==> src/rtl/dp_arbiter.sv <==
`default_nettype none
// ============================================================================
// Module   : dp_arbiter
// Purpose  : Three-requester toggle-handshake arbiter in front of the bus
//            control unit. Optional rotating priority via DP_ARB_ROUND_ROBIN_EN.
// Revision : 1.0 - initial release
// ============================================================================
module dp_arbiter (
    input  logic        clk,
    input  logic        reset,
    input  logic        ce_1,
    input  logic        ce_2,
    input  logic [15:0] rq_addr [0:2],
    input  logic [15:0] rq_dout [0:2],
    input  logic [1:0]  rq_sreg [0:2],
    input  logic [2:0]  rq_write,
    input  logic [2:0]  rq_wide,
    input  logic [2:0]  rq_io,
    input  logic [2:0]  rq_req,
    output logic [2:0]  rq_ready,
    output logic [15:0] rq_din,
    output logic [15:0] dp_addr,
    output logic [15:0] dp_dout,
    output logic [1:0]  dp_sreg,
    output logic        dp_write,
    output logic        dp_wide,
    output logic        dp_io,
    output logic        dp_req,
    input  logic        dp_ready,
    input  logic [15:0] dp_din,
    output logic [1:0]  grant_id,
    output logic        implementation_fault
);

    typedef enum logic [1:0] {
        ARB_IDLE    = 2'd0,
        ARB_WAIT    = 2'd1,
        ARB_RELEASE = 2'd2
    } arb_state_e;

    localparam logic [1:0]  GRANT_NONE = 2'd3;
    localparam logic [1:0]  SREG_DS0   = 2'd0;
    localparam logic [15:0] DIN_RESET  = 16'hffff;

    arb_state_e  state_q;
    logic [2:0]  ack_q;
    logic        granted_tag_q;
    logic [1:0]  grant_id_q;
    logic [15:0] rq_din_q;
    logic [15:0] dp_addr_q;
    logic [15:0] dp_dout_q;
    logic [1:0]  dp_sreg_q;
    logic        dp_write_q;
    logic        dp_wide_q;
    logic        dp_io_q;
    logic        dp_req_q;
    logic        fault_q;

    logic [2:0]  pending_d;
    logic        win_valid_d;
    logic [1:0]  win_id_d;
    logic        ce_any;

    assign pending_d = rq_req ^ ack_q;
    assign rq_ready  = ~pending_d;
    assign ce_any    = ce_1 | ce_2;

`ifdef DP_ARB_ROUND_ROBIN_EN
    logic [1:0] last_q;

    // Requester searched at position k after the last winner, modulo 3.
    function automatic logic [1:0] rr_index(input logic [1:0] last, input logic [1:0] k);
        logic [2:0] s;
        s = {1'b0, last} + {1'b0, k} + 3'd1;
        if (s >= 3'd3) begin
            s = s - 3'd3;
        end
        return s[1:0];
    endfunction

    always_comb begin
        win_valid_d = 1'b0;
        win_id_d    = 2'd0;
        for (int k = 2; k >= 0; k--) begin
            if (pending_d[rr_index(last_q, 2'(k))]) begin
                win_valid_d = 1'b1;
                win_id_d    = rr_index(last_q, 2'(k));
            end
        end
    end

    always_ff @(posedge clk) begin
        if (reset) begin
            last_q <= 2'd2;
        end else if (state_q == ARB_IDLE && ce_1 && win_valid_d) begin
            last_q <= win_id_d;
        end
    end
`else
    always_comb begin
        win_valid_d = |pending_d;
        win_id_d    = 2'd0;
        if (pending_d[0]) begin
            win_id_d = 2'd0;
        end else if (pending_d[1]) begin
            win_id_d = 2'd1;
        end else if (pending_d[2]) begin
            win_id_d = 2'd2;
        end
    end
`endif

    always_ff @(posedge clk) begin
        if (reset) begin
            state_q       <= ARB_IDLE;
            ack_q         <= 3'b000;
            granted_tag_q <= 1'b0;
            grant_id_q    <= GRANT_NONE;
            rq_din_q      <= DIN_RESET;
            dp_addr_q     <= 16'h0000;
            dp_dout_q     <= 16'h0000;
            dp_sreg_q     <= SREG_DS0;
            dp_write_q    <= 1'b0;
            dp_wide_q     <= 1'b0;
            dp_io_q       <= 1'b0;
            dp_req_q      <= 1'b0;
            fault_q       <= 1'b0;
        end else begin
            // A granted requester must hold its toggle until acknowledged.
            if (state_q == ARB_WAIT && rq_req[grant_id_q] != granted_tag_q) begin
                fault_q <= 1'b1;
            end
            if (ce_any) begin
                case (state_q)
                    ARB_IDLE: begin
                        if (ce_1 && win_valid_d) begin
                            dp_addr_q     <= rq_addr[win_id_d];
                            dp_dout_q     <= rq_dout[win_id_d];
                            dp_sreg_q     <= rq_sreg[win_id_d];
                            dp_write_q    <= rq_write[win_id_d];
                            dp_wide_q     <= rq_wide[win_id_d];
                            dp_io_q       <= rq_io[win_id_d];
                            granted_tag_q <= rq_req[win_id_d];
                            dp_req_q      <= ~dp_req_q;
                            grant_id_q    <= win_id_d;
                            state_q       <= ARB_WAIT;
                        end
                    end
                    ARB_WAIT: begin
                        if (dp_ready) begin
                            ack_q[grant_id_q] <= granted_tag_q;
                            if (!dp_write_q) begin
                                rq_din_q <= dp_din;
                            end
                            state_q <= ARB_RELEASE;
                        end
                    end
                    ARB_RELEASE: begin
                        grant_id_q <= GRANT_NONE;
                        state_q    <= ARB_IDLE;
                    end
                    default: begin
                        state_q <= ARB_IDLE;
                    end
                endcase
            end
        end
    end

    assign rq_din               = rq_din_q;
    assign dp_addr              = dp_addr_q;
    assign dp_dout              = dp_dout_q;
    assign dp_sreg              = dp_sreg_q;
    assign dp_write             = dp_write_q;
    assign dp_wide              = dp_wide_q;
    assign dp_io                = dp_io_q;
    assign dp_req               = dp_req_q;
    assign grant_id             = grant_id_q;
    assign implementation_fault = fault_q;

endmodule
`default_nettype wire

==> config.mk <==
export PLATFORM = sky130hd
export DESIGN_NAME = dp_arbiter
export DESIGN_NICKNAME = d
export VERILOG_FILES = /design/src/rtl/dp_arbiter.sv
export SDC_FILE = /design/constraint.sdc
export NUM_CORES = 1
export LEC_CHECK = 0
export ABC_AREA = 1
export BUFFER_PORTS_ARGS = -buffer_cell sky130_fd_sc_hd__buf_2
export CAP_MARGIN = 20
export CORE_MARGIN = 3
export CORE_UTILIZATION = 50
export DETAILED_ROUTE_END_ITERATION = 7
export PLACE_DENSITY = 0.87
export SLEW_MARGIN = 20
export SYNTH_ARGS = -nofsm -noshare
export SYNTH_HDL_FRONTEND = slang
export SYNTH_SLANG_ARGS = --single-unit
==> constraint.sdc <==
create_clock -name clk -period 4.09 [get_ports clk]
set_input_delay 0 -clock clk [delete_from_list [all_inputs] [get_ports clk]]
set_output_delay 0 -clock clk [all_outputs]
set_load 0.05 [all_outputs]
# Yosys cells after proc, flatten, opt, wreduce, memory -nomap -nowiden
# Cells that the tools add are included.
op_classes:
  n_lt_le_gt_ge: 4
  n_eq_ne: 5
  muxes: 30
  bitwise: 6
  reduce_logical: 11
op_table:
  columns: ["operator", "count"]
  rows:
  - ["$bmux 16 s2", 2]
  - ["$mux 16", 4]
  - ["$mux 2", 8]
  - ["$reduce_and 3->1", 4]
  - ["$bmux 1 s2", 5]
  - ["$pmux 2 s2", 2]
  - ["$lt 2x3->1 const B", 2]
  - ["$mux 1", 6]
  - ["$bmux 2 s2", 1]
  - ["$ne 2x2->1 const B", 2]
  - ["$reduce_and 4->1", 1]
  - ["$bwmux 3", 1]
  - ["$ge 3x3->1 const B", 1]
  - ["$logic_and 1x1->1", 3]
  - ["$not 2->3", 1]
  - ["$not 3->3", 1]
  - ["$reduce_or 3->1", 1]
  - ["$xor 3x3->3", 1]
  - ["$demux 1 s2", 1]
  - ["$eq 2x1->1 const B", 1]
  - ["$eq 2x2->1 const B", 1]
  - ["$ge 2x1->1 const B", 1]
  - ["$logic_not 2->1", 1]
  - ["$not 1->1", 2]
  - ["3 further kinds", 3]
totals:
  reg_bits: 63
  inputBits: 135
  output_inout_bits: 60
  wordCells: 69

# Depth between registers and ports, before layout
# Gate-level depths: netlist of run 1.
depth:
  ltp_word: 8
  ltp_mapped: 11
  ltp_nobuf: 9

# Least setup slack after synthesis of run 1
# No wires, ideal clock.
synth_timing:
  path_kind: "reg2reg"
  startpoint: "register ack_q[1]"
  endpoint: "register dp_addr_q[1], in the netlist dp_addr[1]"
  setup_time_ns: 0.109
  t_arrival_ns: 1.734
  required_time_ns: 3.981
  path_slack_ns: 2.247
  stages_incl_launch_ff: 8
  path_buffers: 1
  synth_period_minus_slack_ns: 1.843
  path_cell_list: "dfxtp_1 xnor2_2 nand3_2 nand3_2 clkbuf_1 a21oi_1 nand2_1 inv_1"
synth_between:
  elab_chain_cells: 7
  word_cells_on_any_way: 10
  cone_classes: "5 x mux; 2 x bitwise; 3 x reduce/logical"
synth_lines:
  columns: ["item", "line_no", "text"]
  rows:
  - ["from (decl)", "46", "logic [2:0] ack_q;"]
  - ["from (signal, indexed assignment)", "151", "ack_q[grant_id_q] <= granted_tag_q;"]
  - ["$xor 3x3->3 (*)", "64", "assign pending_d = rq_req ^ ack_q;"]
  - ["$mux 2", "105", "end else if (pending_d[1]) begin"]
  - ["$mux 2", "103", "if (pending_d[0]) begin"]
  - ["$not 2->3 (not written as such)", "137", "dp_addr_q <= rq_addr[win_id_d];"]
  - ["$bmux 16 s2", "137", null]
  - ["$mux 16 (not written as such) (2 in a row)", "137", null]
  - ["to (signal assigned)", "137", null]
  - ["to (decl)", "50", "logic [15:0] dp_addr_q;"]
# Mark *: on every way between the ends. The rest lies on a longest branch, timed or not. The select of a mux whose other input is x is not followed.
# A chain may end at the register's enable or synchronous reset.

# Final worst setup path of run 1
layout_timing:
  startpoint: "register ack_q[2]"
  endpoint: "register dp_dout_q[4], in the netlist dp_dout[4]"
layout_between:
  elab_chain_cells: 8
  word_cells_on_any_way: 11
  cone_classes: "6 x mux; 2 x bitwise; 3 x reduce/logical"
layout_lines:
  columns: ["item", "line_no", "text"]
  rows:
  - ["$xor 3x3->3 (*)", "64", null]
  - ["$mux 2", "107", "end else if (pending_d[2]) begin"]
  - ["$mux 2", "105", null]
  - ["$mux 2", "103", null]
  - ["$not 2->3 (not written as such)", "138", "dp_dout_q <= rq_dout[win_id_d];"]
  - ["$bmux 16 s2", "138", null]
  - ["$mux 16 (not written as such) (2 in a row)", "138", null]
  - ["to (signal assigned)", "138", null]
  - ["to (decl)", "51", "logic [15:0] dp_dout_q;"]
# Marks and branches as above.

==> qor.csv, run 1 <==
stage;metric;value;unit
clock_network;clockBufferDepth;2;
final_layout;insertedDiodeCount;0;
timing;fin_crit;2.25;ns
clock_network;cts_tree;done;
clock_network;cts_setup_buffers;0;
synth;synth_top_cell_by_area;dfxtp_1;
power;leakage;0.00320;uW
critical_path;critPathBufInv;3;
floorplanning;die_height;93.3;um
critical_path;path_max_fanout;45;
critical_path;cp_top_family;simple AND/OR/NAND/NOR gates;
critical_path;required;4.33;ns
floorplanning;dieArea;8710;um^2
job;cap_violations;0;
critical_path;cpPeakStageDelay;0.57;ns
final_layout;multi_input_area;1760;um^2
final_layout;area_growth;38.3;%
timing;timing.final.crit_share;55.0;%
timing;finalHoldViolCount;0;
final_layout;drive_gt1_share;27.4;%
detailed_routing;drt_iter0_drc;126;
place;place.gp.congestion;0.862;
synth;synth_edf_count;0;
critical_path;critPathLaunch;ack_q[2]$_SDFFE_PP0P_;
detailed_routing;vias_per_cell;4.63;
clock_network;worstSkewPairLatency;0.34;ns
final_layout;nNetsFinal;978;
timing;setup_violations;0;
global_route;antenna_found_initial;0;
global_route;track_usage;24.6;%
critical_path;crit_type;reg -> reg;
clock_network;ctsRootBufferMaster;clkbuf_8;
timing;clock_skew;0.0120;ns
final_layout;fillers;648;
global_route;grt_pass1_vias;4065;
final_layout;register_area;1260;um^2
floorplanning;die_w;93.3;um
synth;syn_inst;639;
synth;yosys_register_bits;63;
synth;synth_flop_cell;dfxtp_1;
synth;yosysUniqueCellTypes;22;
floorplanning;num_rows;31;
global_route;grt_max_degree;77;
place;hpwl;7410;um
timing;tns;0;ns
power;ir_drop;0.000223;V
clock_network;cts.sinks;63;
synth;synth_most_common_cell;nand2_1;
detailed_routing;drc;0;
synth;syn_nets;774;
synth;synth_seq_area_share;33.1;%
detailed_routing;first_pass_iters;7;
critical_path;path_cells;inv_1, nand2_1, nand2_1, nand3_2, nand3_2, buf_4, nor2_1, nand2_1, nand2_1, inv_1;
clock_network;htreeDepth;3;
clock_network;cts_made_buffers;9;
timing;maxSlewViolCount;0;
synth;ys_warn_count;0;
synth;synth_area_leaders;dfxtp_1 33%, nand2_1 17%, inv_1 16%;
floorplanning;start_util;52.0;%
clock_network;path_clk_slew;0.08;ns
synth;synth-async-reset-ratio;0;%
min_path;min-delay-start;rq_dout[17];
place;dp.cells;902;
synth;syn_avg_cell_area;5.97;um^2
min_path;min-delay-path-class;in -> reg;
place;port_buffers;194;
critical_path;endpoint_kind;flip-flop;
floorplanning;pin_count;195;
final_layout;fin_cells;947;
timing;tightest_slew;0.929;ns
global_route;grt_pass1_wl;17400;um
status;status;completed;
power;p_per_area;361;nW/um^2
detailed_routing;wirelength;10600;um
critical_path;worst_ep_arrival_time;2.49;ns
synth;netlist_area;3810;um^2
synth;synthTopCellsByCount;169 x nand2_1, 164 x inv_1, 78 x nor2_1;
detailed_routing;drtAntennaViolNets;0;
detailed_routing;vias;4381;
synth;netlist.area_leader.share;33.1;%
global_route;grt_overflow;0;
critical_path;cp_slowest_cell;nand3_2;
critical_path;r2r_start;ack_q[2]$_SDFFE_PP0P_;
critical_path;startpoint_type;flip-flop;
timing;rsz0062_at_grt;no;
critical_path;cpMostUsedCell;nand2_1;
detailed_routing;wl_per_cell;11.2;um
timing;fmax;0.444;GHz
floorplanning;coreArea;7330;um^2
timing;relSlewSlack;38.1;%
layer usage:
metal	GRT usage (%)	vias up	wire [um]
met5	0	-	0
met4	7.81	0	196
met3	5.15	17	717
met2	46.6	144	5540
met1	27.0	1907	4190
li1	-	2313	-
report_power, final:
part / switching (uW) / internal [uW] / leakage, uW / total (uW)
clock: 269 / 350 / 0.000111 / 620
combinational: 397 / 187 / 0.00257 / 583
sequential: 32.5 / 667 / 0.000519 / 700
total: 698 / 1200 / 0.00320 / 1900
cell type report:
type                       count  area share [%]
clock inverter                 7            1.95
tap                           99            2.35
inverter                     165            11.7
sequential                    63            23.9
clock buffer                   9            2.35
timing repair buffer         226            24.3
multi-input combinational    378            33.3
cells by family after synthesis:
kind of cell,Yosys count,share of synthesized area [%]
xor+xnor,1,0.427
simple gates,287,30.4
compound gates,90,15.2
flops,63,33.1
buf+inv,198,20.9
cell usage in the layout, fill, tap and decap left out:
cell type        n
nand2_2          2
buf_2          194
o211ai_1        37
nor2_2           1
buf_4            3
xnor2_2          1
inv_2            1
a21oi_1         35
nor2_4           1
o21ai_0          7
clkinv_4         1
nand4_1          6
nand3_2          3
clkbuf_8         9
inv_1          164
dfxtp_1         63
nand2_1        168
inv_6            3
clkinvlp_4       1
nor2_1          78
nand3_1         28
a21oi_2         10
dlygate4sd3_1   29
o21ai_1          1
bufinv_16        2
path summary, 6_finish.rpt:
| kind | slack [ns] | depth (start not counted) | end |
|---|---|---|---|
| max | 1.84 | 10 | dp_dout[4]$_SDFFE_PP0P_ |
| min | 0.003 | 5 | dp_dout[1]$_SDFFE_PP0P_ |
| max reg2reg | 1.84 | 10 | dp_dout[4]$_SDFFE_PP0P_ |
| min reg2reg | 0.46 | 2 | implementation_fault$_SDFFE_PP0P_ |
worst register-to-register path, stage by stage (launching register included):
cell and delay (ns):
dfxtp_1 0.40, inv_1 0.08, nand2_1 0.06, nand2_1 0.07, nand3_2 0.10, nand3_2 0.57, buf_4 0.54, nor2_1 0.15
nand2_1 0.07, nand2_1 0.06, inv_1 0.03
registers in the layout, indices dropped and copies added (netlist names):
register and flops:
ack_q 3, grant_id 2, state_q 2, dp_req 1, dp_sreg 2, dp_dout 16, dp_addr 16, implementation_fault 1
dp_write 1, dp_io 1, dp_wide 1, rq_din 16, granted_tag_q 1
timing repair:
| item | in CTS | in global routing |
|---|---|---|
| setup endpoints to repair | 0 | 0 |
| hold endpoints to repair | 29 | 0 |
| gates resized for setup | 0 | 0 |
| hold buffers | 29 | 0 |
through the flow:
stage               instance area [um^2]  setup WS, ns  hold slack, ns  power, uW  utilization, %
finish                              5270          1.84         0.00297       1900            71.9
global route                        5270          1.59          0.0111       2010            71.9
floorplan                           3810          2.25           0.126       1120               -
global placement                    4760          1.93           0.212       1260            64.9
detailed placement                  4760          1.86           0.216       1270            64.9
CTS                                 5270          1.84         0.00162       1920            71.9
(Power assumes the default switching activity.)
==> run 2, diff against run 1 <==
- ABC_AREA: 1 -> 0
- CORE_UTILIZATION: 50 -> 43
- PLACE_DENSITY: 0.87 -> 0.8
- clock period: 4.09 -> 2.2 ns (I/O delays scaled with it)
==> run 2 against run 1 <==
  * Register-to-register slack worse by 1.7 ns
  * Sequential power is 83% higher
  * Core utilization up 4.9 points
  * Critical endpoint is now dp_wide$_SDFFE_PP0P_
==> qor.csv, run 2 <==
stage;metric;value;unit
synth;yosysUniqueCellTypes;43;
synth;syn_avg_cell_area;9.60;um^2
critical_path;startpoint_type;flip-flop;
global_route;antenna_found_initial;0;
detailed_routing;topRoutingLayerUsed;met4;
place;hpwl;7710;um
clock_network;worstSkewPairLatency;0.35;ns
clock_network;ctsRootBufferMaster;clkbuf_8;
place;dpl_cell_area;4280;um^2
detailed_routing;wl_met2;6600;um
clock_network;cts_tree;done;
final_layout;layout_commonest_cell;buf_2;
critical_path;worst_ep_arrival_time;2.28;ns
timing;finalHoldViolCount;0;
power;leakage;0.00241;uW
timing;maxSlewViolCount;0;
timing;fmax;0.485;GHz
synth;synth_most_common_cell;dfxtp_1;
critical_path;critPathBufInv;3;
synth;netlist.area_leader.share;39.4;%
synth;synth_top_cell_by_area;dfxtp_1;
min_path;min-delay-path-class;in -> reg;
synth;synth_edf_count;0;
timing;rsz0062_at_grt;no;
floorplanning;start_util;45.6;%
synth;syn_nets;468;
place;dp_slack;0.147;ns
critical_path;r2r_start;ack_q[1]$_SDFFE_PP0P_;
floorplanning;die_height;92.2;um
critical_path;cp_top_family;buffers and inverters;
timing;relSlewSlack;43.2;%
synth;synth_seq_area_share;39.4;%
clock_network;clockBufferDepth;2;
critical_path;crit_type;reg -> reg;
power;p_per_area;616;nW/um^2
global_route;grt_max_degree;33;
job;cap_violations;0;
final_layout;nNetsFinal;746;
detailed_routing;vias;4099;
timing;clock_skew;0.00859;ns
critical_path;path_cells;xor2_2, buf_4, inv_2, a31oi_4, nor2_4, buf_12, o2bb2ai_1;
timing;tns;0;ns
floorplanning;coreArea;7020;um^2
power;ir_drop;0.000530;V
final_layout;drive_gt1_share;41.4;%
timing;setup_ws;0.139;ns
detailed_routing;drtAntennaViolNets;0;
timing;setup_violations;0;
detailed_routing;drc;0;
synth;netlist_area;3200;um^2
clock_network;htreeDepth;3;
synth;synth_area_leaders;dfxtp_1 39%, a211oi_1 8.7%, o2bb2ai_1 7.4%;
global_route;track_usage;30.9;%
floorplanning;die_w;92.2;um
detailed_routing;wl_per_cell;18.8;um
final_layout;final_cell_mix;194 x buf_2, 90 x dlygate4sd3_1, 63 x dfxtp_1;
global_route;grt_pass1_wl;20700;um
clock_network;cts.sinks;63;
critical_path;cpPeakStageDelay;0.39;ns
detailed_routing;wl_met3;1230;um
synth;synth_flop_cell;dfxtp_1;
detailed_routing;vias_per_cell;5.76;
final_layout;insertedDiodeCount;0;
global_route;grt_overflow;0;
detailed_routing;wl_met1;4950;um
min_path;min-delay-start;dp_ready;
synth;ys_warn_count;0;
synth;synthTopCellsByCount;63 x dfxtp_1, 37 x a211oi_1, 37 x and3_1;
timing;timing.final.crit_share;93.7;%
critical_path;path_max_fanout;28;
critical_path;required;2.42;ns
place;port_buffers;194;
synth;yosys_register_bits;63;
critical_path;endpoint_kind;flip-flop;
status;status;completed;
detailed_routing;drt_iter0_drc;201;
timing;fin_crit;2.06;ns
floorplanning;pin_count;195;
place;place.gp.congestion;0.854;
critical_path;cp_slowest_cell;dfxtp_1;
clock_network;path_clk_slew;0.07;ns
detailed_routing;wirelength;13400;um
floorplanning;num_rows;30;
detailed_routing;first_pass_iters;5;
synth;syn_inst;333;
final_layout;fin_area;5390;um^2
power;total_power;3320;uW
synth;synth-async-reset-ratio;0;%
timing;hold_slack;0.0380;ns
critical_path;critPathLaunch;ack_q[1]$_SDFFE_PP0P_;
clock_network;cts_made_buffers;9;
floorplanning;dieArea;8510;um^2
timing;tightest_slew;0.847;ns
global_route;grt_pass1_vias;4180;
final_layout;area_growth;68.7;%
-- run 2: cell count changes after synthesis, sizes merged, moves of 31 or more --
cell and delta:
and3 +37, o21ai +31, a211oi +37, nor2 -69, nand3 -31, o211ai -37, nand2 -167, inv -160
a21oi -39, o2bb2ai +37
-- run 2: report_power, final --
| part | total (uW) | switching [uW] | leakage (uW) | internal, uW |
|---|---|---|---|---|
| Sequential | 1280 | 60.0 | 0.000516 | 1220 |
| Clock | 1010 | 487 | 0.0000992 | 524 |
| Combinational | 1030 | 622 | 0.00179 | 403 |
-- run 2: cell families (layout without fill, tap and decap cells) --
| group | count (synthesis) | in the layout | share of synthesized area, % |
|---|---|---|---|
| buffers and inverters | 36 | 318 | 5.28 |
| DFF | 63 | 63 | 39.4 |
| and+or+nand+nor | 80 | 81 | 15.1 |
| xor gates and xnor gates | 5 | 5 | 2.19 |
| AOI/OAI and AO/OA | 144 | 144 | 36.4 |
| muxes | 4 | 4 | 1.25 |
| adders and majority gates | 1 | 1 | 0.313 |
-- run 2: timing repair --
item / in CTS / in global routing
hold endpoints to repair: 53 / 0
gates resized for setup: 0 / 1
setup endpoints to repair: 0 / 13
setup buffers: 0 / 0
hold buffers: 90 / 0
-- run 2: final cells by class --
cell class | count | area [um^2]
Timing Repair Buffer | 297 | 1990
Multi-Input combinational cell | 235 | 1800
Fill cell | 440 | 1630
Sequential cell | 63 | 1260
Clock buffer | 9 | 124
Tap cell | 96 | 120
Clock inverter | 7 | 73.8
Inverter | 5 | 18.8
-- run 2: per-stage QoR --
stage / utilization (%) / std cells
global placement: 60.9 / 605
detailed placement: 60.9 / 605
global route: 76.8 / 712
finish: 76.8 / 712
CTS: 76.6 / 711
floorplan: - / 333
-- run 2: worst reg2reg max path, delay by kind of cell, from the launching register on --
kind                      cells  cell delay, ns
DFF                           1            0.39
buffers and inverters         3            0.62
AOI/OAI and AO/OA             2            0.48
xor gates and xnor gates      1            0.30
and+or+nand+nor               1            0.14
-- run 2: final timing paths --
path / end / slack, ns / cells past startpoint
hold / removal: state_q[0]$_SDFFE_PP0P_ / 0.04 / 4
setup / recovery: dp_wide$_SDFFE_PP0P_ / 0.14 / 7
setup reg to reg: dp_wide$_SDFFE_PP0P_ / 0.14 / 7
hold reg to reg: dp_dout[3]$_SDFFE_PP0P_ / 0.46 / 1
-- run 2: layer usage --
layer / vias to the layer above / GRT usage [%]
met2: 276 / 53.2
met5: - / 0
li1: 1836 / -
met4: 0 / 17.3
met1: 1921 / 33.9
met3: 66 / 8.78
